File: src/rtl/mem_arb_pkg.sv
// Shared types and constants for the memory arbiter slice.
package mem_arb_pkg;

   localparam int unsigned MEM_AW = 4;
   localparam int unsigned MEM_DW = 8;

   typedef enum logic [0:0] {
      StArb    = 1'b0,
      StLocked = 1'b1
   } arb_state_e;

   typedef struct packed {
      logic              we;
      logic [MEM_AW-1:0] addr;
      logic [MEM_DW-1:0] wdata;
   } mem_req_t;

   // Successor of a round-robin index, wrapping from n-1 back to 0.
   function automatic int unsigned rr_next(input int unsigned idx, input int unsigned n);
      return (idx + 1 >= n) ? 0 : idx + 1;
   endfunction

endpackage

File: src/rtl/mem_arbiter_if.sv
// Requester channels plus the single memory port, bundled for the arbiter.
interface mem_arbiter_if
   import mem_arb_pkg::*;
#(
   parameter int unsigned N_REQ = 2,
   parameter int unsigned AW    = MEM_AW,
   parameter int unsigned DW    = MEM_DW
);

   logic [N_REQ-1:0]    req_valid;
   logic [N_REQ-1:0]    req_ready;
   logic [N_REQ-1:0]    req_we;
   logic [N_REQ-1:0]    req_lock;
   logic [N_REQ*AW-1:0] req_addr;
   logic [N_REQ*DW-1:0] req_wdata;
   logic [N_REQ-1:0]    rsp_valid;
   logic [DW-1:0]       rsp_rdata;
   logic                mem_en;
   logic                mem_we;
   logic [AW-1:0]       mem_addr;
   logic [DW-1:0]       mem_wdata;
   logic [DW-1:0]       mem_rdata;

   // Arbiter side.
   modport slave (
      input  req_valid, req_we, req_lock, req_addr, req_wdata, mem_rdata,
      output req_ready, rsp_valid, rsp_rdata, mem_en, mem_we, mem_addr, mem_wdata
   );

   // Environment side: requesters and the memory.
   modport master (
      output req_valid, req_we, req_lock, req_addr, req_wdata, mem_rdata,
      input  req_ready, rsp_valid, rsp_rdata, mem_en, mem_we, mem_addr, mem_wdata
   );

endinterface

File: src/rtl/rr_pick.sv
// Combinational round-robin picker: first set request at or after ptr_i, wrapping.
module rr_pick #(
   parameter int unsigned N    = 2,
   parameter int unsigned IdxW = $clog2(N)
) (
   input  logic [N-1:0]    req_i,
   input  logic [IdxW-1:0] ptr_i,
   output logic [N-1:0]    gnt_o,
   output logic [IdxW-1:0] idx_o,
   output logic            any_o
);

   logic found;

   // Scan N positions starting at the pointer; the first hit wins.
   always_comb begin
      gnt_o = '0;
      idx_o = '0;
      found = 1'b0;
      for (int unsigned i = 0; i < N; i++) begin
         int unsigned j;
         j = 32'(ptr_i) + i;
         if (j >= N) j = j - N;
         if (!found && req_i[IdxW'(j)]) begin
            found              = 1'b1;
            gnt_o[IdxW'(j)]    = 1'b1;
            idx_o              = IdxW'(j);
         end
      end
      any_o = found;
   end

endmodule

File: src/rtl/mem_arbiter.sv
// Round-robin arbiter and access sequencer in front of a single-port memory.
// Optional grant locking for atomic read-modify-write: MEM_ARB_LOCK_EN.
module mem_arbiter
   import mem_arb_pkg::*;
#(
   parameter int unsigned N_REQ = 2,
   parameter int unsigned AW    = MEM_AW,
   parameter int unsigned DW    = MEM_DW
) (
   input  logic          clk,
   input  logic          reset,
   mem_arbiter_if.slave  bus
);

   localparam int unsigned IdW = $clog2(N_REQ);

   arb_state_e     state_q, state_d;
   logic [IdW-1:0] rr_ptr_q, rr_ptr_d;
   logic [IdW-1:0] lk_id_q, lk_id_d;

   logic [N_REQ-1:0] elig;
   logic [N_REQ-1:0] gnt;
   logic [IdW-1:0]   gnt_idx;
   logic             gnt_any;
   logic             accept;

   logic           mem_en_q, mem_en_d;
   logic           mem_we_q, mem_we_d;
   logic [AW-1:0]  mem_addr_q, mem_addr_d;
   logic [DW-1:0]  mem_wdata_q, mem_wdata_d;
   logic [IdW-1:0] iss_id_q, iss_id_d;
   logic           rd_pend_q, rd_pend_d;
   logic [IdW-1:0] rd_id_q, rd_id_d;

   // While locked only the owner may compete; the picker then finds it directly.
   assign elig = (state_q == StLocked) ? (bus.req_valid & (N_REQ'(1) << lk_id_q))
                                       : bus.req_valid;

   rr_pick #(
      .N    (N_REQ),
      .IdxW (IdW)
   ) u_rr_pick (
      .req_i (elig),
      .ptr_i (rr_ptr_q),
      .gnt_o (gnt),
      .idx_o (gnt_idx),
      .any_o (gnt_any)
   );

   // Grant only depends on valid and state; held low while reset is asserted.
   assign bus.req_ready = reset ? '0 : gnt;
   assign accept        = gnt_any;

`ifndef MEM_ARB_LOCK_EN
   logic unused_lock;
   assign unused_lock = ^bus.req_lock;
`endif

   // Next-state for arbitration state, round-robin pointer and lock owner.
   always_comb begin
      state_d  = state_q;
      rr_ptr_d = rr_ptr_q;
      lk_id_d  = lk_id_q;
`ifdef MEM_ARB_LOCK_EN
      case (state_q)
         StArb: begin
            if (accept) begin
               rr_ptr_d = IdW'(rr_next(32'(gnt_idx), N_REQ));
               if (bus.req_lock[gnt_idx]) begin
                  state_d = StLocked;
                  lk_id_d = gnt_idx;
               end
            end
         end
         StLocked: begin
            // Pointer stays frozen until the owner releases.
            if (accept && !bus.req_lock[gnt_idx]) begin
               state_d  = StArb;
               rr_ptr_d = IdW'(rr_next(32'(lk_id_q), N_REQ));
            end
         end
         default: state_d = StArb;
      endcase
`else
      state_d = StArb;
      lk_id_d = '0;
      if (accept) rr_ptr_d = IdW'(rr_next(32'(gnt_idx), N_REQ));
`endif
   end

   // Arbitration state register.
   always_ff @(posedge clk or posedge reset) begin
      if (reset) begin
         state_q  <= StArb;
         rr_ptr_q <= '0;
         lk_id_q  <= '0;
      end else begin
         state_q  <= state_d;
         rr_ptr_q <= rr_ptr_d;
         lk_id_q  <= lk_id_d;
      end
   end

   // Issue stage loads the winner's request; address and data hold when idle.
   always_comb begin
      mem_en_d    = accept;
      mem_we_d    = accept & bus.req_we[gnt_idx];
      mem_addr_d  = mem_addr_q;
      mem_wdata_d = mem_wdata_q;
      iss_id_d    = iss_id_q;
      if (accept) begin
         mem_addr_d  = bus.req_addr[32'(gnt_idx)*AW +: AW];
         mem_wdata_d = bus.req_wdata[32'(gnt_idx)*DW +: DW];
         iss_id_d    = gnt_idx;
      end
      // A read issued this cycle has its data on mem_rdata next cycle.
      rd_pend_d = mem_en_q & ~mem_we_q;
      rd_id_d   = iss_id_q;
   end

   // Issue and read-tracking registers.
   always_ff @(posedge clk or posedge reset) begin
      if (reset) begin
         mem_en_q    <= 1'b0;
         mem_we_q    <= 1'b0;
         mem_addr_q  <= '0;
         mem_wdata_q <= '0;
         iss_id_q    <= '0;
         rd_pend_q   <= 1'b0;
         rd_id_q     <= '0;
      end else begin
         mem_en_q    <= mem_en_d;
         mem_we_q    <= mem_we_d;
         mem_addr_q  <= mem_addr_d;
         mem_wdata_q <= mem_wdata_d;
         iss_id_q    <= iss_id_d;
         rd_pend_q   <= rd_pend_d;
         rd_id_q     <= rd_id_d;
      end
   end

   assign bus.mem_en    = mem_en_q;
   assign bus.mem_we    = mem_we_q;
   assign bus.mem_addr  = mem_addr_q;
   assign bus.mem_wdata = mem_wdata_q;
   assign bus.rsp_valid = rd_pend_q ? (N_REQ'(1) << rd_id_q) : '0;
   assign bus.rsp_rdata = bus.mem_rdata;

endmodule
File: src/flat_wrapper.sv
// flat-port wrapper written by rule: the top's interface ports become plain ports
module mem_arbiter_flat import mem_arb_pkg::*;
#(
   parameter int unsigned N_REQ = 2,
   parameter int unsigned AW    = MEM_AW,
   parameter int unsigned DW    = MEM_DW
)
  (clk, reset, bus_req_valid, bus_req_we, bus_req_lock, bus_req_addr, bus_req_wdata, bus_mem_rdata, bus_req_ready, bus_rsp_valid, bus_rsp_rdata, bus_mem_en, bus_mem_we, bus_mem_addr, bus_mem_wdata);
  mem_arbiter_if #(.N_REQ(N_REQ), .AW(AW), .DW(DW)) bus_i ();
  input  logic clk;
  input  logic reset;
  input wire logic [$bits(bus_i.req_valid)-1:0] bus_req_valid;
  input wire logic [$bits(bus_i.req_we)-1:0] bus_req_we;
  input wire logic [$bits(bus_i.req_lock)-1:0] bus_req_lock;
  input wire logic [$bits(bus_i.req_addr)-1:0] bus_req_addr;
  input wire logic [$bits(bus_i.req_wdata)-1:0] bus_req_wdata;
  input wire logic [$bits(bus_i.mem_rdata)-1:0] bus_mem_rdata;
  output wire logic [$bits(bus_i.req_ready)-1:0] bus_req_ready;
  output wire logic [$bits(bus_i.rsp_valid)-1:0] bus_rsp_valid;
  output wire logic [$bits(bus_i.rsp_rdata)-1:0] bus_rsp_rdata;
  output wire logic [$bits(bus_i.mem_en)-1:0] bus_mem_en;
  output wire logic [$bits(bus_i.mem_we)-1:0] bus_mem_we;
  output wire logic [$bits(bus_i.mem_addr)-1:0] bus_mem_addr;
  output wire logic [$bits(bus_i.mem_wdata)-1:0] bus_mem_wdata;
  assign bus_i.req_valid = bus_req_valid;
  assign bus_i.req_we = bus_req_we;
  assign bus_i.req_lock = bus_req_lock;
  assign bus_i.req_addr = bus_req_addr;
  assign bus_i.req_wdata = bus_req_wdata;
  assign bus_i.mem_rdata = bus_mem_rdata;
  assign bus_req_ready = bus_i.req_ready;
  assign bus_rsp_valid = bus_i.rsp_valid;
  assign bus_rsp_rdata = bus_i.rsp_rdata;
  assign bus_mem_en = bus_i.mem_en;
  assign bus_mem_we = bus_i.mem_we;
  assign bus_mem_addr = bus_i.mem_addr;
  assign bus_mem_wdata = bus_i.mem_wdata;
  mem_arbiter #(.N_REQ(N_REQ), .AW(AW), .DW(DW)) u_core (.clk(clk), .reset(reset), .bus(bus_i));
endmodule
File: config.mk
export PLATFORM = sky130hd
export DESIGN_NAME = mem_arbiter_flat
export DESIGN_NICKNAME = d
export VERILOG_FILES = /design/src/rtl/mem_arb_pkg.sv /design/src/rtl/mem_arbiter_if.sv /design/src/rtl/rr_pick.sv /design/src/rtl/mem_arbiter.sv /design/src/flat_wrapper.sv
export SDC_FILE = /design/constraint.sdc
export NUM_CORES = 1
export LEC_CHECK = 0
export BUFFER_PORTS_ARGS = -buffer_cell sky130_fd_sc_hd__buf_2
export CORE_ASPECT_RATIO = 0.8
export CORE_MARGIN = 4
export CORE_UTILIZATION = 41
export DETAILED_ROUTE_END_ITERATION = 6
export GPL_ROUTABILITY_DRIVEN = 1
export GPL_TIMING_DRIVEN = 0
export PLACE_DENSITY = 0.83
export SLEW_MARGIN = 25
export SYNTH_ARGS = -nofsm -noshare
export SYNTH_HDL_FRONTEND = slang
export SYNTH_SLANG_ARGS = --single-unit
File: constraint.sdc
create_clock -name clk -period 2.3 [get_ports clk]
set_input_delay 0 -clock clk [delete_from_list [all_inputs] [get_ports clk]]
set_output_delay 0 -clock clk [all_outputs]
set_load 0.01 [all_outputs]
# Word level (Yosys, flattened, before mapping)
# Index checks and enable logic that the tools add are counted.
[word_totals]
regBits = 18
latch_bits = 0
mem_bits_rw = 0
romBits = 0
inputBits = 40
word_cells = 52
memories = 0
[classes]
add_sub_neg = 4
multipliers = 0
div_mod_pow = 0
magnitude_cmp = 8
n_eq_ne = 0
shift = 3
n_mux = 21
bitwise = 4
reduce_logical = 4
[op_table]
columns = ["op", "n"]
rows = [
  ["variable part select 16 x 5 -> 8 bit", 1],
  ["2-to-1 mux 1 bit", 15],
  ["2-to-1 mux 2 bit", 4],
  ["variable part select 8 x 4 -> 4 bit", 1],
  ["< comparator 1 x 2 -> 1 bit (second input constant)", 3],
  ["adder 1 x 1 -> 2 bit (second input constant)", 2],
  [">= comparator 2 bit (second input constant)", 2],
  ["logical AND 1 bit", 3],
  ["bitwise AND 1 bit", 2],
  ["demux 1 bit (select 1 bit)", 2],
  [">= comparator 1 bit (second input constant)", 2],
  [">= comparator 1 x 2 -> 1 bit (second input constant)", 1],
  ["OR 2 bit", 1],
  ["<< shifter 1 x 1 -> 2 bit (first input constant)", 1],
  ["subtractor 1 bit (second input constant)", 2],
  ["zero test 1 bit", 1],
  ["inverter 1 bit", 1],
]

# Depth between registers and ports, before layout
[logic_depth]
depth_word = 11
mapped_depth = 4
depth_no_buf = 3

# Hierarchy
# From an unflattened synthesis, not the netlist that was laid out.
[unflattened]
cells_unflattened = 83
hier_area_um2 = 890.9
[by_module_without_submodules]
columns = ["module", "n_inst", "cells_per_inst", "area_per_inst_um2"]
rows = [
  ["mem_arbiter", 1, 78, 858.3],
  ["rr_pick", 1, 5, 32.5],
]

# Least setup slack after synthesis
# OpenSTA, ideal clock, no wires.
[synth_path]
path_type = "register -> register"
from = "register u_core.rr_ptr_q"
to = "register u_core.mem_addr_q[0] (netlist: u_core.bus.mem_addr[0])"
arrival_ps = 957
setup_slack_ps = 1220
path_stages_with_launch = 5
path_cell_list = "dfrtp_1 -> nand2_2 -> nand2_2 -> buf_6 -> o221a_2"
[synth_via]
elab_chain_cells = 9
word_cells_on_any_way = 18
cone_classes = "3 x add/sub; 2 x order compare; 1 x shift; 10 x mux; 2 x reduce/logical"
[synth_rtl]
columns = ["element", "line_no", "rtl"]
rows = [
  ["start, declared", "mem_arbiter.sv:18", "logic [IdW-1:0] rr_ptr_q, rr_ptr_d;"],
  ["start signal, assigned", "mem_arbiter.sv:99", "rr_ptr_q <= rr_ptr_d;"],
  [">= comparator 1 x 2 -> 1 bit or subtractor 1 bit (tied branches)", "rr_pick.sv:23", "if (j >= N) j = j - N;"],
  ["2-to-1 mux 1 bit", "rr_pick.sv:23", ""],
  ["2-to-1 mux 1 bit (not written as such) (2 in a row)", "rr_pick.sv:24", "if (!found && req_i[IdxW'(j)]) begin"],
  ["2-to-1 mux 1 bit", "rr_pick.sv:24", ""],
  ["zero test 1 bit", "rr_pick.sv:24", ""],
  ["logical AND 1 bit", "rr_pick.sv:24", ""],
  ["2-to-1 mux 1 bit", "rr_pick.sv:24", ""],
  ["variable part select 8 x 4 -> 4 bit", "mem_arbiter.sv:112", "mem_addr_d = bus.req_addr[32'(gnt_idx)*AW +: AW];"],
  ["end signal, assigned", "mem_arbiter.sv:134", "mem_addr_q <= mem_addr_d;"],
  ["end, declared", "mem_arbiter.sv:29", "logic [AW-1:0] mem_addr_q, mem_addr_d;"],
]
# Parallel ways exist; a longest one is shown, timed or not. The select of a mux whose other input is x is not followed.
# A chain may end at the register's enable or synchronous reset.

# Worst setup path after layout
[layout_path]
from = "register u_core.rr_ptr_q"
to = "register u_core.mem_addr_q[1] (netlist: u_core.bus.mem_addr[1])"
# The elaborated chain is that of the path after synthesis.

==> qor.yml <==
timing:
  timing.slew.headroom: 0.5497
  timing.final.crit_share: 0.7677
  fin_ws_ns: 0.5342
  tns_ns: 0
  timing_max_transition_violations_final: 0
  maxClockFrequency_ghz: 0.5663
  worst-slew-pin-transition_ns: 0.6747
  setup_viol: 0
  hold_viol_final: 0
  finalClockSkew_ns: 0.001165
  rsz0062_at_grt: "no"
  period_needed_ns: 1.766
  holdWs_ns: 0.08926
clock_tree:
  ctsResizeCount: 0
  root_buffer: "clkbuf_4"
  htree_levels: 1
  cts_tree: "done"
  postCtsSetupBuffers: 0
  clk_path_buf_depth: 2
  cts_buffers: 3
  clkTransAtPathRegs_ns: 0.10
  clk_latency_ns: 0.30
  cts.sinks: 18
setup_path:
  critPathLaunchType: "flop"
  crit_type: "reg -> reg"
  timing.critical_path.from: "u_core.rr_ptr_q"
  end_kind: "flop"
  crit_top_cell: "nand2_2"
  r2r-start: "u_core.rr_ptr_q"
  crit_path_cell_trace: "nand2_2, nand2_2, buf_6, o221a_2, dlygate4sd3_1"
  cp_slowest_stage_delay_ns: 0.57
  worstPathArrival_ns: 1.95
  rrSetupSlack_ns: 0.53
  worst-path-max-fanout: 10
  crit_slowest_cell: "dlygate4sd3_1"
  required_ns: 2.49
floorplanning:
  rows: 14
  die_height_um: 48.72
  die_w_um: 58.90
  io_pins: 66
  coreArea_um2: 1927
  start_util: 0.4409
  die-area_um2: 2869
placed_design:
  placed_area_um2: 1155
  dp_cells: 149
  routabilityCongestion: 0.7704
  io_buffers: 55
  dp_hpwl_um: 1801
  place_worst_setup_slack_ns: 1.126
routing:
  vias_per_cell: 5.028
  routed-wl-met2_um: 1430
  drt-initial-drc-count: 15
  routedWlPerCell_um: 15.67
  top_layer: "met4"
  wl_met3_um: 229
  num_vias: 905
  drc: 0
  drt_first_pass_iters: 4
  wirelength_um: 2820
  wl_met1_um: 1075
  detail-route-antenna-nets: 0
grt:
  grt_overflow: 0
  grt_pass1_wl_um: 4533
  grt_antenna_before_repair: 0
  grt_max_degree: 19
  track_usage: 0.2123
  grt_pass1_vias: 989
finish:
  drive_above_1_share: 0.5192
  antenna_cells: 0
  final-instance-count-excl-fill: 180
  num-nets-final: 197
  fin_area_um2: 1461
  syn_to_final_growth_pct: 72.02
synthesis:
  yosysSeqAreaShare: 0.5302
  post_synth_num_cell_types: 19
  synthesis.nets: 110
  synth-seq-cells: 18
  yosys-top-cells-count: "18 x dfrtp_1, 12 x or3_1, 8 x buf_4"
  ys.flop_type: "dfrtp_1"
  synth_most_common_cell: "dfrtp_1"
  synth_top_area_cell: "dfrtp_1"
  synthArstFlopShare: 1.000
  post_synth_instance_area_um2: 849.6
  syn_inst: 70
  yosys_warnings: 0
  synth_top_area_frac: 0.5302
  ys_top_cells_by_area: "dfrtp_1 53%, o221a_2 9.3%, or3_1 8.8%"
  avgSynthCellArea_um2: 12.14
  synth_edf_count: 0
min_path:
  min_path_type: "in -> reg"
  min_from: "bus_req_valid[1]"
power:
  pwr_density_cell_nw_per_um2: 565.9
  p_leak_nw: 0.6968
  vdd_drop_max_mv: 0.3976
status:
  outcome: "finished clean"
flow_run:
  drv_cap: 0
-- timing repair --
item,CTS,global route
endpoints found under the setup margin,0,0
hold endpoints to repair,31,0
hold buffers,27,0
-- metrics by stage --
| stage | power [mW] | utilization |
|---|---|---|
| after floorplan | 0.4834 | - |
| final | 0.8269 | 0.7584 |
| after detailed placement | 0.5744 | 0.5994 |
| after global routing | 0.8756 | 0.7584 |
| after CTS | 0.8278 | 0.7584 |
| after global placement | 0.5650 | 0.5994 |
-- worst paths after layout --
check / end / cells after the start
min in group asynchronous: u_core.bus.mem_wdata[3] / 3
setup / recovery: u_core.bus.mem_addr[1] / 5
hold / removal: u_core.rr_ptr_q / 3
setup reg to reg: u_core.bus.mem_addr[1] / 5
hold reg to reg: u_core.rd_id_q / 0
max in group asynchronous: u_core.bus.mem_addr[0] / 3
-- power by group --
group / total [mW] / leakage, nW / internal [mW] / switching (mW)
logic: 0.254 / 0.473 / 0.149 / 0.105
clock network: 0.199 / 0.0210 / 0.0967 / 0.102
registers: 0.374 / 0.203 / 0.353 / 0.0208
total: 0.827 / 0.697 / 0.599 / 0.228
-- flip-flops by register name (all words and copies together) (netlist names) --
signal,cells
u_core.iss_id_q,1
u_core.rd_id_q,1
u_core.rd_pend_q,1
u_core.bus.mem_we,1
u_core.bus.mem_wdata,8
u_core.bus.mem_en,1
u_core.rr_ptr_q,1
u_core.bus.mem_addr,4
-- worst max-delay path: cells and delay by family, from the launching register on --
family                 cells  cell delay, ns
AND/OR/NAND/NOR            2            0.20
flip-flops                 1            0.45
buffers and inverters      2            0.74
AO/OA/AOI/OAI              1            0.26
-- placed cells by master, fill, tap and decap left out, types with 3 or more instances in the layout --
master and count:
dfrtp_1 18, dlygate4sd3_1 27, or3_1 12, o221a_1 5, buf_4 8, o221a_2 7, clkbuf_4 3, buf_2 56
-- cells by family after synthesis --
group                  synth area share
and+or+nand+nor                  0.1473
DFF                              0.5302
AOI/OAI and AO/OA                0.2018
buffers and inverters            0.1208
-- cell type report --
| class | instances | area, µm² |
|---|---|---|
| clock buffer | 4 | 36.28 |
| sequential | 18 | 450.4 |
| timing repair buffer | 82 | 545.5 |
| fill | 147 | 465.4 |
| tap | 24 | 30.03 |
| multi-input combinational | 37 | 296.5 |
| inverter | 3 | 11.26 |
| buffer | 12 | 91.34 |
-- metal layers --
metal  up-vias  global-route usage
met5         -                   0
met4         0             0.09811
met3        11             0.05851
met2        47              0.3676
met1       420              0.2358
li1        427                   -
Power figures use the tool's default switching activity.
